===== config.mk =====
export PLATFORM = sky130hd
export DESIGN_NAME = timestamped_replayer
export DESIGN_NICKNAME = d
export VERILOG_FILES = /design/src/rtl/replayer_pkg.sv /design/src/rtl/timestamp_fifo.sv /design/src/rtl/timestamped_replayer.sv
export SDC_FILE = /design/constraint.sdc
export NUM_CORES = 1
export LEC_CHECK = 0
export CAP_MARGIN = 20
export CORE_MARGIN = 1
export CORE_UTILIZATION = 54
export CTS_CLUSTER_DIAMETER = 200
export DETAILED_ROUTE_END_ITERATION = 7
export HOLD_SLACK_MARGIN = 0.1
export PLACE_DENSITY_LB_ADDON = 0.05
export SETUP_SLACK_MARGIN = 0.05
export SLEW_MARGIN = 20
export SYNTH_ARGS = -nofsm -noshare
export SYNTH_HDL_FRONTEND = slang
export SYNTH_SLANG_ARGS = --single-unit

===== constraint.sdc =====
create_clock -name clock -period 10.6 [get_ports clock]
set_clock_uncertainty 0.15 [all_clocks]
set_input_delay 2.12 -clock clock [delete_from_list [all_inputs] [get_ports clock]]
set_output_delay 2.12 -clock clock [all_outputs]
set_load 0.05 [all_outputs]

===== src/rtl/replayer_pkg.sv =====
// replayer_pkg
//   Shared definitions for the timestamped replayer and its token buffer.
//   TIME_WIDTH  : width of timestamps and of the local cycle counter.
//   stamp_t     : timestamp / cycle-count type.
//   stamp_due   : true when a token stamped `stamp` may be applied at `now`.
//   stamp_late  : true when applying that token at `now` misses its stamp.
//   The {data, time} token struct depends on the replayed data width, which
//   is a module parameter, so it is declared inside timestamped_replayer
//   using stamp_t from here for its time field.
package replayer_pkg;

   localparam int TIME_WIDTH = 64;

   typedef logic [TIME_WIDTH-1:0] stamp_t;

   // Unsigned compare: the counter wraps modulo 2^64 and a wrap is not an
   // error, so no attempt is made to interpret stamps across the wrap.
   function automatic logic stamp_due(input stamp_t stamp, input stamp_t now);
      return stamp <= now;
   endfunction

   function automatic logic stamp_late(input stamp_t stamp, input stamp_t now);
      return stamp < now;
   endfunction

endpackage


===== src/rtl/timestamp_fifo.sv =====
// timestamp_fifo
//   Synchronous circular token buffer with DEPTH entries and no bypass:
//   a word pushed at an edge is first visible at head_data after that edge.
//   Pointers carry one extra wrap bit so full, empty and count fall out of a
//   plain pointer difference.
// Ports:
//   clock      in   clock
//   reset      in   synchronous, active-high; empties the buffer
//   push       in   write push_data (ignored while full)
//   push_data  in   WIDTH  word to store
//   pop        in   retire the head entry (ignored while empty)
//   head_data  out  WIDTH  oldest stored word (undefined while empty)
//   full       out  all DEPTH entries occupied
//   empty      out  no entries occupied
//   count      out  $clog2(DEPTH)+1  number of occupied entries
module timestamp_fifo #(
   parameter int WIDTH = 65,
   parameter int DEPTH = 16
) (
   input  logic                     clock,
   input  logic                     reset,
   input  logic                     push,
   input  logic [WIDTH-1:0]         push_data,
   input  logic                     pop,
   output logic [WIDTH-1:0]         head_data,
   output logic                     full,
   output logic                     empty,
   output logic [$clog2(DEPTH):0]   count
);

   // DEPTH must be a power of two and at least 2, so the low AW pointer bits
   // index the storage directly and the top bit toggles once per lap.
   localparam int AW = $clog2(DEPTH);

   logic [WIDTH-1:0] mem [DEPTH];
   logic [AW:0]      wr_ptr;
   logic [AW:0]      rd_ptr;
   logic             do_push;
   logic             do_pop;

   assign do_push = push && !full;
   assign do_pop  = pop && !empty;

   always_ff @(posedge clock) begin
      if (reset) begin
         wr_ptr <= '0;
         rd_ptr <= '0;
      end else begin
         if (do_push) wr_ptr <= wr_ptr + (AW+1)'(1);
         if (do_pop)  rd_ptr <= rd_ptr + (AW+1)'(1);
      end
   end

   // Storage needs no reset: entries are only read between push and pop.
   always_ff @(posedge clock) begin
      if (do_push) mem[wr_ptr[AW-1:0]] <= push_data;
   end

   assign head_data = mem[rd_ptr[AW-1:0]];
   assign empty     = (wr_ptr == rd_ptr);
   assign full      = (wr_ptr[AW] != rd_ptr[AW]) &&
                      (wr_ptr[AW-1:0] == rd_ptr[AW-1:0]);
   assign count     = wr_ptr - rd_ptr;

endmodule


===== src/rtl/timestamped_replayer.sv =====
// timestamped_replayer
//   Replays a decoupled stream of (data, time) tokens onto a plain clocked
//   signal. A free-running cycle counter `now` starts at 0 in the first
//   cycle after reset; the head token is popped in the first cycle where its
//   time <= now and its data drives `value` from the next cycle on.
// Handshake: a token transfers on any cycle with timestamped_valid and
//   timestamped_ready both high; ready is simply "buffer not full" and does
//   not look at a same-cycle pop, and the source may hold or change the
//   offered token freely while ready is low.
// Ports:
//   clock                  in   clock
//   reset                  in   synchronous, active-high
//   timestamped_valid      in   token offered
//   timestamped_ready      out  buffer can accept
//   timestamped_bits_data  in   DATA_WIDTH  token data
//   timestamped_bits_time  in   64  cycle at which the data takes effect
//   value                  out  DATA_WIDTH  replayed signal (registered)
//   now                    out  64  local cycle counter (registered)
//   occupancy              out  $clog2(DEPTH)+1  buffered token count
//   late_error             out  sticky: a token was applied after its time
//   order_error            out  sticky: accepted times not strictly rising
module timestamped_replayer
   import replayer_pkg::*;
#(
   parameter int                    DATA_WIDTH = 1,
   parameter int                    DEPTH      = 16,
   parameter logic [DATA_WIDTH-1:0] INIT_VALUE = '0
) (
   input  logic                     clock,
   input  logic                     reset,
   input  logic                     timestamped_valid,
   output logic                     timestamped_ready,
   input  logic [DATA_WIDTH-1:0]    timestamped_bits_data,
   input  logic [TIME_WIDTH-1:0]    timestamped_bits_time,
   output logic [DATA_WIDTH-1:0]    value,
   output logic [TIME_WIDTH-1:0]    now,
   output logic [$clog2(DEPTH):0]   occupancy,
   output logic                     late_error,
   output logic                     order_error
);

   typedef struct packed {
      logic [DATA_WIDTH-1:0] data;
      stamp_t                stamp;
   } token_t;

   localparam int TOKEN_WIDTH = $bits(token_t);

   token_t                  in_token;
   token_t                  head_token;
   logic [TOKEN_WIDTH-1:0]  head_bits;
   logic                    fifo_full;
   logic                    fifo_empty;
   logic [$clog2(DEPTH):0]  fifo_count;

   logic                    push;
   logic                    pop;
   logic                    pop_late;
   logic                    out_of_order;

   stamp_t                  now_q;
   stamp_t                  last_time_q;
   logic                    has_last_q;
   logic [DATA_WIDTH-1:0]   value_q;
   logic                    late_q;
   logic                    order_q;

   assign in_token.data  = timestamped_bits_data;
   assign in_token.stamp = timestamped_bits_time;

   assign push = timestamped_valid && !fifo_full;

   timestamp_fifo #(
      .WIDTH (TOKEN_WIDTH),
      .DEPTH (DEPTH)
   ) u_fifo (
      .clock     (clock),
      .reset     (reset),
      .push      (push),
      .push_data (in_token),
      .pop       (pop),
      .head_data (head_bits),
      .full      (fifo_full),
      .empty     (fifo_empty),
      .count     (fifo_count)
   );

   assign head_token = token_t'(head_bits);

   // Head is only examined when the buffer holds something; a token pushed
   // this cycle is not at the head yet, so there is no empty-buffer bypass.
   assign pop      = !fifo_empty && stamp_due(head_token.stamp, now_q);
   assign pop_late = pop && stamp_late(head_token.stamp, now_q);

   // A repeated or decreasing time is flagged, but the token is still taken
   // and becomes the new reference for the next comparison.
   assign out_of_order = push && has_last_q &&
                         (timestamped_bits_time <= last_time_q);

   always_ff @(posedge clock) begin
      if (reset) begin
         now_q       <= '0;
         last_time_q <= '0;
         has_last_q  <= 1'b0;
         value_q     <= INIT_VALUE;
         late_q      <= 1'b0;
         order_q     <= 1'b0;
      end else begin
         now_q <= now_q + stamp_t'(1);
         if (push) begin
            last_time_q <= timestamped_bits_time;
            has_last_q  <= 1'b1;
         end
         if (pop)          value_q <= head_token.data;
         if (pop_late)     late_q  <= 1'b1;
         if (out_of_order) order_q <= 1'b1;
      end
   end

   assign timestamped_ready = !fifo_full;
   assign value             = value_q;
   assign now               = now_q;
   assign occupancy         = fifo_count;
   assign late_error        = late_q;
   assign order_error       = order_q;

endmodule


==> out/qor.yml <==
die:
  num_io_pins: 141
  num_rows: 109
  die_w_um: 301
  die_h_um: 301
  initial_core_util_pct: 54.5
  core-area_mm2: 0.0884
  dieArea_mm2: 0.0903
hold_path:
  min-delay-start: "last_time_q[46]"
  holdPathStages: 2
  hold_end: "last_time_q[46]"
  min_path_type: "register to register"
layout:
  most-common-layout-cells: "edfxtp_1 (1040), mux4_2 (325), nand2_1 (178), dfxtp_1 (142), inv_1 (141)"
  diodes: 0
  final_cells: 4061
  syn2layout_area_growth_pct: 13.9
  layout_commonest_cell: "edfxtp_1"
  nNetsFinal: 3005
  layout-drive-gt1-share_pct: 20.3
synthesis:
  ys_async_sr_fraction_pct: 0
  avgSynthCellArea_um2: 18.5
  synth-main-ff-cell: "edfxtp_1"
  syn-num-nets: 2811
  synth_compound_area_share_pct: 2.25
  synth-adder-area-share_pct: 3.63
  synth-simple-area-share_pct: 4.59
  synthXorXnorAreaFrac_pct: 1.15
  synth_top_family_by_area: "multiplexers"
  synth.distinct_cells: 53
  synth.area.mux_share_pct: 15.4
  ys_seq_elements: 1186
  synthesis.area_mm2: 0.0481
  netlist_instances: 2604
  synth_warnings: 0
  synth-seq-area-share_pct: 71.0
  synth-edff-count: 1040
sta:
  final_hold_viol_count: 0
  finalCritPeriodShare_pct: 56.6
  fin_ws_ns: 4.60
  drv_slew: 0
  worst_slew_pin_slew_ns: 1.12
  rsz0062_at_grt: "no"
  final.setup.tns_ns: 0
  finalSetupViolCount: 0
  finalCriticalPeriod_ns: 6.00
  relSlewSlack_pct: 25.0
  fmax_mhz: 167
placed_design:
  place_ws_ns: 4.52
  dp_cells: 3841
  io_buffers: 140
  dp_hpwl_um: 65000
  gp_congestion: 0.803
setup_path:
  ff2ff_setup_slack_ns: 4.60
  critPathMaxFanout: 96
  cp-start-kind: "register"
  critPathKind: "register to register"
  worst_setup_path_end_kind: "register"
  r2r_cells: 11
  arrival_ns: 6.47
  required_ns: 11.07
  r2r-end: "u_fifo.rd_ptr[2]"
detailed_routing:
  viasPerCell: 6.12
  firstDrtPassIters: 7
  routedWlPerCell_um: 28.3
  drc: 0
  num_vias: 24865
  routed_wl_um: 115000
  drtIter0Drc: 2221
  ant_nets: 0
power:
  power.share.combinational_pct: 16.9
  p_int_mw: 8.45
  powerDensity_mw_per_mm2: 204
  switchingPower_mw: 2.74
  ir_worst_vdd_mv: 0.198
  p_leak_nw: 17.3
  power_frac_clock_pct: 36.3
  swShare_pct: 24.5
  seqPwrFrac_pct: 46.9
global_route:
  track_usage_pct: 25.9
  grt_pass1_wl_um: 168000
  use_met3_pct: 4.69
  grt_use_met1_pct: 37.1
  antenna_found_initial: 3
  grt_overflow_total: 0
  grt_pass1_vias: 25233
  globalRouteMet2Util_pct: 41.3
  grt-busiest-layer: "met2"
  grt_max_degree: 130
clocking:
  clkLatencyLatePin_ns: 0.70
  root_buffer: "clkbuf_16"
  cts_resized: 0
  cts_tree: "done"
  htree_levels: 3
  cts_sinks: 1186
  clk_pin_slew_ns: 0.06
  cts_buffer_depth: 3
  postCtsHoldBufs: 0
  post_cts_buffers: 0
  cts_buffers: 119
run:
  max_cap_violations: 0
run_status:
  outcome: "finished clean"
## stage by stage
stage                     total power [mW]  util, %  hold WS (ns)  instance area, µm²
final                                 11.2     62.0         0.305               54800
after global routing                  11.6     62.0         0.319               54800
after global placement                7.22     57.7         0.291               51000
after detailed placement              7.26     57.7         0.296               51000
after CTS                             11.3     62.0         0.304               54800
after floorplan                       6.70        -         0.286               48100
## sequential cells by signal, indices dropped and copies added (netlist names), named ones only
register,cells
u_fifo.rd_ptr,5
has_last_q,1
value,1
u_fifo.wr_ptr,5
now,64
last_time_q,64
u_fifo.mem,1040
order_error,1
late_error,1
## routing by layer
layer	wire, µm	share of wire [%]	vias to the layer above
met5	13	0.011	-
met4	2470	2.2	2
met3	7910	6.9	146
met2	55800	49	845
met1	48600	42	13136
li1	-	-	10736
## logic make-up after synthesis
kind of cell | after synthesis
AOI/OAI and AO/OA | 193
xor gates and xnor gates | 63
adders and majority gates | 139
buffers and inverters | 252
DFF | 1186
muxes | 333
and+or+nand+nor | 438
## synthesized netlist by cell type (all sizes together) (2+ instances only)
master | count | area, µm²
nor2b | 10 | 62.6
dfxtp | 146 | 2920
nand3b | 2 | 15.0
o22ai | 2 | 12.5
inv | 141 | 529
a21oi | 126 | 634
or3 | 9 | 56.3
and2 | 5 | 31.3
nor4 | 17 | 239
o21ai | 26 | 130
edfxtp | 1040 | 31200
nand2b | 7 | 43.8
nand2 | 179 | 672
a21o | 18 | 135
o211ai | 4 | 30.0
xnor2 | 59 | 517
and4 | 10 | 87.6
mux2 | 5 | 56.3
a221oi | 5 | 43.8
xor2 | 4 | 35.0
nor3 | 27 | 176
a211oi | 3 | 22.5
clkbuf | 71 | 267
nand3 | 29 | 150
buf | 40 | 188
ha | 138 | 1730
a2111oi | 3 | 26.3
nand4 | 41 | 269
mux2i | 3 | 30.0
nor2 | 96 | 360
mux4 | 325 | 7320
nor3b | 2 | 15.0
## power groups by stage
stage / logic [mW] / registers, mW / clock network [mW]
final: 1.89 / 5.25 / 4.06
after global routing: 2.05 / 5.26 / 4.30
after CTS: 1.92 / 5.25 / 4.13
after detailed placement: 1.91 / 5.35 / 0
after global placement: 1.87 / 5.35 / 0
after floorplan: 1.41 / 5.29 / 0
## worst max-delay path by stage
stage,cells past startpoint,from,endpoint
4_1_cts,11,register,u_fifo.rd_ptr[2]
3_3_place_gp,11,register,register
3_5_place_dp,6,timestamped_valid,u_fifo.mem[4][16]
6_report,11,register,u_fifo.rd_ptr[2]
2_1_floorplan,5,timestamped_valid,u_fifo.mem[0][0]
5_1_grt,11,register,u_fifo.rd_ptr[0]
## worst max-delay path, cell delays in order, from the launching register on
cell and delay, ns:
dfxtp_4 0.84, buf_12 0.62, mux4_2 0.60, mux4_2 0.53
ha_1 0.33, nand4_1 0.18, nor4_2 0.89, nand2_1 0.10
o21ai_0 0.52, nor3_2 0.19, a2111oi_0 0.61, nand3b_1 0.20
## final cells by class
cell class	count	area (µm²)
Tap cell	1165	1460
Sequential cell	1186	34200
Multi-Input combinational cell	1166	13100
Timing Repair Buffer	184	1770
Clock buffer	152	3210
Fill cell	6221	33600
Clock inverter	67	558
Inverter	141	529
No activity file was read; power rests on OpenSTA's default activity.
==> RTL change, RTL diff (same settings) <==
`TIME_WIDTH`: 64 -> 72.
--- a/src/rtl/replayer_pkg.sv
+++ b/src/rtl/replayer_pkg.sv
@@ -9,7 +9,7 @@
 //   using stamp_t from here for its time field.
 package replayer_pkg;
 
-   localparam int TIME_WIDTH = 64;
+   localparam int TIME_WIDTH = 72;
 
    typedef logic [TIME_WIDTH-1:0] stamp_t;
 
Interface: changed (resized now and timestamped_bits_time); port bits go from 141 to 157. The function was not compared with the original's and may differ.
==> RTL change against the unedited design <==
Routed wire length grew 13%. Critical path type unchanged. Cell area grew 12%. Setup slack lost 670 ps. Count of clock-buffer cells in the layout grew 56. Largest power group unchanged. Via count grew 12%. Highest routed layer is now met4. Area after synthesis grew 11%. Total power grew 9.6%. Largest cell class unchanged. Global-route usage grew 0.72 points. Sequential cell count grew 144. Die area grew 11%.
==> RTL change: results <==
group,metric,value,unit
routing,firstDrtPassIters,5,
timing,slew_violations,0,
place,dp_hpwl,76.30,mm
power_and_ir_drop,p_leak,19.47,nW
global_route,grt_max_degree,94,
global_route,grt_use_met2,0.4189,
clocking,root_buffer,"clkbuf_16",
clocking,clk_path_buf_depth,3,
yosys,yosys_warnings,0,
finish,nFillCells,6905,
yosys,synthTopCellsByArea,"edfxtp_1 65%, mux4_2 15%, dfxtp_1 6.0%, ha_1 3.6%, nand2_1 1.3%",
global_route,overflow,0,
routing,drt_iter0_drc,3008,
finish,largest_reg_flops,1168,
yosys,ys.flop_type,"edfxtp_1",
yosys,synthArstFlopShare,0,
yosys,synth_cell_type_count,53,
global_route,antenna_found_initial,3,
place,place_congestion,0.8007,
finish,nets,3360,
yosys,synth_edf_count,1168,
place,numPortBuffers,156,
yosys,syn_nets,3116,
routing,vias,27808,
routing,drtAntennaViolNets,0,
power_and_ir_drop,vdd_drop_max,0.1335,mV
clocking,clkTransAtPathRegs,60,ps
yosys,synth_common_cells,"1,168 x edfxtp_1, 365 x mux4_2, 189 x nand2_1",
setup_path,cp_max_fo,45,
worst_hold_path,hp-class,"register to register",
global_route,gr-usage-all-layers,0.2661,
global_route,grt_first_pass_wirelength,189.5,mm
routing,wl,130.1,mm
clocking,clock_latency,740,ps
clocking,cts-buffers-inserted,139,
timing,slew_headroom,0.2475,
finish,layout-drive-gt1-share,0.2051,
global_route,grt_use_met1,0.3831,
outcome,status,"finished clean",
setup_path,arrival,7120,ps
clocking,h-tree-depth,4,
clocking,post_cts_buffers,0,
global_route,use_met3,0.04982,
place,preCtsSetupSlack,3821,ps
clocking,postCtsResizedCells,0,
yosys,synth_seq_area_share,0.7146,
RTL change: layer usage:
metal	vias up	routed length (um)
li1	11963	-
met1	14672	55460
met2	1003	62510
met3	170	9177
met4	0	2985
met5	-	0
RTL change: through the flow:
step                instance area, um2  utilization  power (mW)  instances
finish                           61640       0.6263       12.26       4533
global route                     61640       0.6263       12.69       4532
CTS                              61510       0.6250       12.38       4525
detailed placement               56960       0.5788       7.588       4270
global placement                 56940       0.5785       7.552       4269
floorplan                        53620            -       7.092       2885
RTL change: power by group:
part	total, mW	leakage, nW	switching [mW]	internal, mW
Sequential	5.85	11.9	0.0682	5.78
Clock	4.81	2.23	1.96	2.86
Combinational	1.60	5.37	0.806	0.798
RTL change: path summary, 6_finish.rpt:
check | start | cells past startpoint | endpoint | slack, ps
max | register | 13 | u_fifo.rd_ptr[1] | 3920
min | last_time_q[53] | 2 | last_time_q[53] | 300
max reg2reg | register | 13 | u_fifo.rd_ptr[1] | 3920
min reg2reg | last_time_q[53] | 2 | last_time_q[53] | 300
RTL change: worst max-delay path, cell delays in order (launching register included):
cell and delay (ps):
dfxtp_4 850, buf_4 830, buf_4 830, mux4_2 600, mux4_2 490, ha_1 330
nand4_1 310, nor4bb_1 550, inv_1 90, a311oi_1 340, nor3_2 90, a21boi_2 530
mux2i_1 320, nor2_1 60
RTL change: final cells by class:
| cell class | count | area, um2 | share of cell area |
|---|---|---|---|
| Sequential cell | 1330 | 38330 | 0.6218 |
| Multi-Input combinational cell | 1280 | 14390 | 0.2334 |
| Clock buffer | 208 | 4075 | 0.06611 |
| Timing Repair Buffer | 221 | 2172 | 0.03524 |
| Tap cell | 1287 | 1610 | 0.02612 |
| Inverter | 157 | 589.3 | 0.009560 |
| Clock inverter | 47 | 470.5 | 0.007632 |
| Antenna cell | 3 | 7.507 | 0.0001218 |
RTL change: kinds of logic (layout without fill, tap and decap cells):
logic type,Yosys count,count (layout),synth area share
xor gates and xnor gates,77,77,0.01258
buffers and inverters,275,633,0.01937
muxes,367,367,0.1537
DFF,1330,1330,0.7146
other,0,3,0
adders and majority gates,155,155,0.03631
AOI/OAI and AO/OA,205,205,0.02182
and+or+nand+nor,476,476,0.04170
